==> config.mk <==
export PLATFORM = sky130hd
export DESIGN_NAME = ppu_bg_fetcher
export DESIGN_NICKNAME = d
export VERILOG_FILES = /design/src/rtl/ppu_pkg.sv /design/src/rtl/ppu_bg_shifter.sv /design/src/rtl/ppu_bg_fetcher.sv
export SDC_FILE = /design/constraint.sdc
export NUM_CORES = 1
export LEC_CHECK = 0
export CAP_MARGIN = 20
export CORE_AREA = 2 2 132 134
export CTS_CLUSTER_DIAMETER = 60
export DETAILED_ROUTE_END_ITERATION = 10
export DIE_AREA = 0 0 134 136
export MAX_ROUTING_LAYER = met4
export PLACE_DENSITY_LB_ADDON = 0.08
export SYNTH_ARGS = -nofsm -noshare
export SYNTH_HDL_FRONTEND = slang
export SYNTH_HIERARCHICAL = 1
export SYNTH_SLANG_ARGS = --single-unit
==> constraint.sdc <==
create_clock -name MasterClk -period 2.2 [get_ports MasterClk]
set_input_delay 0.55 -clock MasterClk [delete_from_list [all_inputs] [get_ports MasterClk]]
set_output_delay 0.55 -clock MasterClk [all_outputs]
set_load 0.03 [all_outputs]
==> src/rtl/ppu_pkg.sv <==
// Shared constants, dot-phase encodings and scroll-position helpers for the
// PPU background fetch engine.
package ppu_pkg;

  // Default nametable window base and attribute-table offset within a nametable.
  localparam logic [13:0] NT_BASE_DEFAULT = 14'h2000;
  localparam logic [9:0]  AT_OFS_DEFAULT  = 10'h3C0;

  // Dot phases within one 8-dot tile slot.
  // Even phases present an address and odd phases capture the returned byte.
  localparam logic [2:0] PH_NT     = 3'd0;  // nametable address
  localparam logic [2:0] PH_NT_RD  = 3'd1;  // nametable byte capture
  localparam logic [2:0] PH_AT     = 3'd2;  // attribute address
  localparam logic [2:0] PH_AT_RD  = 3'd3;  // attribute byte capture
  localparam logic [2:0] PH_PLO    = 3'd4;  // pattern low-plane address
  localparam logic [2:0] PH_PLO_RD = 3'd5;  // pattern low-plane capture
  localparam logic [2:0] PH_PHI    = 3'd6;  // pattern high-plane address
  localparam logic [2:0] PH_PHI_RD = 3'd7;  // pattern high-plane capture + reload

  // Scroll position: nametable select, coarse Y, coarse X and fine Y.
  typedef struct packed {
    logic [1:0] nt;
    logic [4:0] cy;
    logic [4:0] cx;
    logic [2:0] fy;
  } scroll_pos_t;

  // Step one tile to the right; wrapping off column 31 flips to the horizontally adjacent nametable.
  function automatic scroll_pos_t inc_coarse_x(input scroll_pos_t p);
    scroll_pos_t r;
    r = p;
    if (p.cx == 5'd31) begin
      r.cx    = 5'd0;
      r.nt[0] = ~p.nt[0];
    end else begin
      r.cx = p.cx + 5'd1;
    end
    return r;
  endfunction

  // Step one scanline down. Row 29 is the last visible row and flips the vertical
  // nametable; rows 30/31 are the attribute area, and wrapping from 31 does not flip.
  function automatic scroll_pos_t inc_y(input scroll_pos_t p);
    scroll_pos_t r;
    r = p;
    if (p.fy != 3'd7) begin
      r.fy = p.fy + 3'd1;
    end else begin
      r.fy = 3'd0;
      if (p.cy == 5'd29) begin
        r.cy    = 5'd0;
        r.nt[1] = ~p.nt[1];
      end else if (p.cy == 5'd31) begin
        r.cy = 5'd0;
      end else begin
        r.cy = p.cy + 5'd1;
      end
    end
    return r;
  endfunction

endpackage

==> src/rtl/ppu_bg_shifter.sv <==
// Background pixel shifters: two pattern planes plus two attribute planes,
// 16 bits each. Every enabled dot shifts all four left by one. On a reload dot,
// the fresh tile is written into the low byte after that dot's shift.
// A fine-X tap selects the bit presented for the current dot.
module ppu_bg_shifter
  import ppu_pkg::*;
(
  input  logic       clk,
  input  logic       rst_n,
  input  logic       shift_en,
  input  logic       load_en,
  input  logic [7:0] pat_lo,
  input  logic [7:0] pat_hi,
  input  logic [1:0] at_bits,
  input  logic [2:0] fine_x,
  output logic [1:0] pix_sel,
  output logic [1:0] pal_sel
);

  logic [7:0] load_byte [4];
  logic [3:0] tap;
  logic [3:0] sel_bit;

  // Plane order: 0 = pattern low, 1 = pattern high, 2 = attribute low, 3 = attribute high.
  // Each attribute bit is replicated across the whole tile.
  assign load_byte[0] = pat_lo;
  assign load_byte[1] = pat_hi;
  assign load_byte[2] = {8{at_bits[0]}};
  assign load_byte[3] = {8{at_bits[1]}};

  // Fine X = 0 shows the MSB; larger values look further ahead into the stream.
  assign tap = 4'd15 - {1'b0, fine_x};

  for (genvar gi = 0; gi < 4; gi++) begin : g_plane
    logic [15:0] sr_reg;

    // Shift each dot; on reload, replace the low byte after shifting.
    always_ff @(posedge clk or negedge rst_n) begin
      if (!rst_n) begin
        sr_reg <= '0;
      end else if (shift_en) begin
        if (load_en) begin
          sr_reg <= {sr_reg[14:7], load_byte[gi]};
        end else begin
          sr_reg <= {sr_reg[14:0], 1'b0};
        end
      end
    end

    assign sel_bit[gi] = sr_reg[tap];
  end

  assign pix_sel = {sel_bit[1], sel_bit[0]};
  assign pal_sel = {sel_bit[3], sel_bit[2]};

endmodule

==> src/rtl/ppu_bg_fetcher.sv <==
// PPU background fetch engine. It runs an 8-dot per-tile sequence over the PPU
// bus: nametable, attribute, then two pattern planes. It feeds the pixel
// shifters and keeps the loopy-style scroll position (coarse X/Y, fine Y,
// nametable) up to date.
module ppu_bg_fetcher #(
  parameter logic [13:0] NT_BASE = ppu_pkg::NT_BASE_DEFAULT,
  parameter logic [9:0]  AT_OFS  = ppu_pkg::AT_OFS_DEFAULT
) (
  input  logic        MasterClk,
  input  logic        Reset_n,
  input  logic        PixelEn,
  input  logic        FetchEn,
  input  logic        LineStart,
  input  logic        LineEnd,
  input  logic        FrameStart,
  input  logic [4:0]  ScrollCoarseX,
  input  logic [4:0]  ScrollCoarseY,
  input  logic [2:0]  ScrollFineY,
  input  logic [1:0]  ScrollNT,
  input  logic [2:0]  FineX,
  input  logic        BgPatternSel,
  output logic [13:0] PPU_Addr,
  output logic        PPU_RD,
  input  logic [7:0]  PPU_DataIn,
  output logic [1:0]  BgPixel,
  output logic [1:0]  BgPalette
);
  import ppu_pkg::*;

  logic [2:0]  phase_reg, phase_next;
  scroll_pos_t pos_reg, pos_next;
  logic [13:0] addr_reg, addr_next;
  logic        rd_reg, rd_next;
  logic [7:0]  nt_byte_reg, nt_byte_next;
  logic [1:0]  at_bits_reg, at_bits_next;
  logic [7:0]  pat_lo_reg, pat_lo_next;
  logic [1:0]  pix_reg, pix_next;
  logic [1:0]  pal_reg, pal_next;

  logic        fetch_step;
  logic [13:0] nt_addr, at_addr, pat_addr;
  logic [1:0]  at_quad;
  logic [1:0]  at_pick;
  logic [1:0]  pix_sel, pal_sel;

  assign fetch_step = PixelEn & FetchEn;

  // Bus addresses derived from the current scroll position and the captured tile index.
  assign nt_addr  = NT_BASE | {2'b00, pos_reg.nt, 10'd0} | {4'd0, pos_reg.cy, pos_reg.cx};
  assign at_addr  = NT_BASE | {2'b00, pos_reg.nt, 10'd0} | {4'd0, AT_OFS}
                  | {8'd0, pos_reg.cy[4:2], pos_reg.cx[4:2]};
  assign pat_addr = {1'b0, BgPatternSel, nt_byte_reg, 1'b0, pos_reg.fy};

  // Each attribute byte covers a 4x4-tile area; this quadrant picks the
  // 2-bit field for the current 2x2 group.
  assign at_quad = {pos_reg.cy[1], pos_reg.cx[1]};
  assign at_pick = {PPU_DataIn[{at_quad, 1'b1}], PPU_DataIn[{at_quad, 1'b0}]};

  // Next-state logic for the sequencer, bus address, data latches and scroll position.
  always_comb begin
    phase_next   = phase_reg;
    pos_next     = pos_reg;
    addr_next    = addr_reg;
    rd_next      = rd_reg;
    nt_byte_next = nt_byte_reg;
    at_bits_next = at_bits_reg;
    pat_lo_next  = pat_lo_reg;
    pix_next     = pix_reg;
    pal_next     = pal_reg;

    if (PixelEn) begin
      if (FetchEn) begin
        phase_next = phase_reg + 3'd1;
        case (phase_reg)
          PH_NT:     addr_next    = nt_addr;
          PH_NT_RD:  nt_byte_next = PPU_DataIn;
          PH_AT:     addr_next    = at_addr;
          PH_AT_RD:  at_bits_next = at_pick;
          PH_PLO:    addr_next    = pat_addr;
          PH_PLO_RD: pat_lo_next  = PPU_DataIn;
          PH_PHI:    addr_next    = pat_addr | 14'h0008;
          PH_PHI_RD: pos_next     = inc_coarse_x(pos_reg);
          default:   ;
        endcase
        pix_next = pix_sel;
        pal_next = pal_sel;
      end else begin
        // Idle: abandon any partial tile and blank the output.
        phase_next = PH_NT;
        pix_next   = 2'b00;
        pal_next   = 2'b00;
      end

      // Vertical scroll: a frame reload takes precedence over the line increment.
      if (FrameStart) begin
        pos_next.cy    = ScrollCoarseY;
        pos_next.fy    = ScrollFineY;
        pos_next.nt[1] = ScrollNT[1];
      end else if (LineEnd) begin
        pos_next = inc_y(pos_next);
      end

      // Horizontal reload wins over the same-dot coarse-X increment and restarts the slot.
      if (LineStart) begin
        pos_next.cx    = ScrollCoarseX;
        pos_next.nt[0] = ScrollNT[0];
        phase_next     = PH_NT;
      end

      // The read strobe tracks the phase being entered: high for 0-6 and low for the capture-only phase 7.
      rd_next = FetchEn && (phase_next != PH_PHI_RD);
    end
  end

  // State registers.
  always_ff @(posedge MasterClk or negedge Reset_n) begin
    if (!Reset_n) begin
      phase_reg   <= PH_NT;
      pos_reg     <= '0;
      addr_reg    <= '0;
      rd_reg      <= 1'b0;
      nt_byte_reg <= '0;
      at_bits_reg <= '0;
      pat_lo_reg  <= '0;
      pix_reg     <= '0;
      pal_reg     <= '0;
    end else begin
      phase_reg   <= phase_next;
      pos_reg     <= pos_next;
      addr_reg    <= addr_next;
      rd_reg      <= rd_next;
      nt_byte_reg <= nt_byte_next;
      at_bits_reg <= at_bits_next;
      pat_lo_reg  <= pat_lo_next;
      pix_reg     <= pix_next;
      pal_reg     <= pal_next;
    end
  end

  // On the high-plane capture dot, the byte arriving on the bus goes straight into the shifters.
  ppu_bg_shifter u_shifter (
    .clk      (MasterClk),
    .rst_n    (Reset_n),
    .shift_en (fetch_step),
    .load_en  (phase_reg == PH_PHI_RD),
    .pat_lo   (pat_lo_reg),
    .pat_hi   (PPU_DataIn),
    .at_bits  (at_bits_reg),
    .fine_x   (FineX),
    .pix_sel  (pix_sel),
    .pal_sel  (pal_sel)
  );

  assign PPU_Addr  = addr_reg;
  assign PPU_RD    = rd_reg;
  assign BgPixel   = pix_reg;
  assign BgPalette = pal_reg;

endmodule

==> metrics.txt <==
row cnt=48; area of the core=16880 um2; fin area=7305 um2; worst hold path type=in2async; post-cts sizing count=0; Initial DRC Count=181; Post-synth ARST share=100.0%; post-synthesis instance total=479; I/O pin total=53; required time worst endpoint=1.65 ns; Clock transition at path regs=0.06 ns; Yosys cell types=47; met1 wire length=5904 um; critical path arrival=1.49 ns; Port Buffers=52; GRT overflow=0; Power Internal=5.505 mW; final wirelength=12510 um; share of cells above drive strength 1=24.33%; slowest stage delay, CP=0.70 ns; Least-Margin Pin Slew=0.5915 ns; Ant. Diodes=0; crit share post-route=92.61%; Sw Pwr=2.222 mW; initial core utilization=34.26%; dominant synthesized flop cell=dfrtp_1; unrepaired setup endpoints after global routing=no; clk sinks=119; clock power share=36.4%; reg-to-reg slack, setup=0.31 ns; YS warnings=6; Lkg Pwr=2.938 nW; CTS tree=built; Flop pwr share=41.7%; HPWL Detailed=8840 um; register area=2978 um2; Post-CTS Setup Bufs=0; NumNets Final=594; CP delay by family, top=buffers and inverters; Slew Viols, Final=0; critical path class=reg2out; top routing layer in use=met4; max reg flops=64; critical path, cell by cell=clkdlybuf4s50_1; full die area=18220 um2; Setup violations, final=0; GPL Wtd Cong=0.7528; largest net degree at the start of global routing=67; sequential area share after synthesis=51.50%; Area Growth Syn to Fin=26.34%; Worst Setup SP=PPU_Addr[8]; via count=3908; CTS root buf=clkbuf_16; Fill cells=1599; Remaining DRCs=0; CP Capture Type=output pin; Logic pwr share=21.9%; Final ANT Viol Nets=0; slew margin rel.=60.38%; Hold Fails Final Rpt=0; routed vias/inst=4.985; Post-Synthesis Cell Area=5782 um2; vias in the first global route=4058; area of placed instances=6700 um2; Worst R2R End=PPU_Addr[5]; Multi-input gate area=2570 um2; TritonRoute pass-1 iters=4; Worst-Skew Late Latency=0.41 ns; Critical-path top delay cell=clkdlybuf4s50_1; CP Launch Type=flip-flop; WL met3=450 um; pwr/cell area=1058 nW/um2; Syn Area/Cell=12.07 um2; Yosys reg bits=119; worst-path fanout max=2; Die X=134 um; worst reg2reg path depth=4; Post-Syn Nets=527; max_cap viols=0; Tmin final=2.037 ns; met2 wire length=5977 um; H-tree levels=4; Routed WL per cell=15.96 um; reg-to-reg startpoint=phase_reg[0]; CTS Buffer Depth=2; Sw Share=28.76%; number of buffers and inverters on the critical path=1; die height=136 um; Peak Freq=0.4908 GHz; first-pass GRT wire length=21190 um; setup tns final=0 ns; GRT Resource Usage Total=15.41%; initial antenna violation count=0; EDFF count, synth=0; total CTS buffers=17; Peak VDD IR=543.8 uV; status=complete, no violations; Hold Buf Count CTS=0; Final Skew=0.007081 ns
## logic make-up after synthesis
logic type	Yosys count	share of synthesized area (%)
mux	106	22.38
fa+ha+maj	14	3.030
simple gates	92	8.029
flops	119	51.50
compound gates	99	10.95
buf+inv	49	4.112
## power groups by stage
stage	clock, mW	combinational, mW	sequential, mW
finish	2.81	1.69	3.22
global route	2.99	1.87	3.31
CTS	2.89	1.72	3.23
detailed placement	0	1.71	3.27
global placement	0	1.67	3.25
floorplan	0	0.970	3.31
## layout make-up
| type | instances | share of cell area (%) |
|---|---|---|
| Inverter | 16 | 0.8222 |
| Multi-Input combinational cell | 311 | 35.18 |
| Clock buffer | 17 | 5.824 |
| Timing Repair Buffer | 81 | 11.10 |
| Clock inverter | 15 | 2.449 |
| Sequential cell | 119 | 40.77 |
| Tap cell | 225 | 3.854 |
## worst max-delay path by stage
| stage | slack, ns | end | cells past startpoint |
|---|---|---|---|
| global placement | -0.10 | BgPalette[1] | 5 |
| detailed placement | -0.15 | BgPalette[1] | 5 |
| finish | 0.16 | PPU_Addr[8] | 1 |
| CTS | 0.15 | PPU_Addr[8] | 1 |
| global route | 0.13 | PPU_Addr[8] | 1 |
| floorplan | 0.41 | pos_reg[5] | 5 |
## placed cells by master, fill, tap and decap left out, drive strengths merged, types with 2 or more instances in the layout
cell | netlist | layout
nand4 | 3 | 3
nor3b | 2 | 2
nand3 | 11 | 11
nand2 | 25 | 25
o21ai | 26 | 26
a22o | 2 | 2
mux2 | 62 | 62
nor2 | 31 | 31
o211ai | 4 | 4
a22oi | 3 | 3
dfrtp | 119 | 119
a21oi | 33 | 33
mux4 | 10 | 10
clkinv | 0 | 9
ha | 14 | 14
bufinv | 0 | 3
o22ai | 10 | 10
clkdlybuf4s50 | 0 | 51
buf | 25 | 30
nor3 | 4 | 4
inv | 16 | 18
clkbuf | 8 | 17
o2bb2ai | 3 | 3
nand2b | 5 | 5
o311ai | 2 | 2
and3 | 4 | 4
or4b | 2 | 2
a21o | 2 | 2
o31ai | 7 | 7
mux2i | 34 | 34
## cell usage after synthesis (10+ instances only)
cell type  count  area (um2)
dfrtp_1      119        2978
nand2_1       24       90.09
buf_2         19       95.09
mux2_2        62       698.2
ha_1          14       175.2
o21ai_0       26       130.1
inv_1         14       52.55
o22ai_1       10       62.56
nand3_1       11       55.05
a21oi_1       32       160.2
nor2_1        31       116.4
mux2i_1       34       340.3
## per-stage QoR
step	setup WS, ns	cells	util [%]	hold WS (ns)	power (mW)
floorplan	0.4111	479	-	0.2544	4.280
global placement	-0.1029	752	39.70	0.4639	4.921
detailed placement	-0.1520	752	39.70	0.4794	4.979
CTS	0.1544	784	43.28	0.1524	7.844
global route	0.1255	784	43.28	0.1683	8.168
finish	0.1625	784	43.28	0.1251	7.728
## per-layer routing
| metal | global-route usage (%) | vias up |
|---|---|---|
| li1 | - | 1885 |
| met1 | 19.41 | 1947 |
| met2 | 24.13 | 62 |
| met3 | 4.139 | 14 |
| met4 | 5.260 | 0 |
| met5 | - | - |
Note: power is estimated with default switching activity, not from simulation.
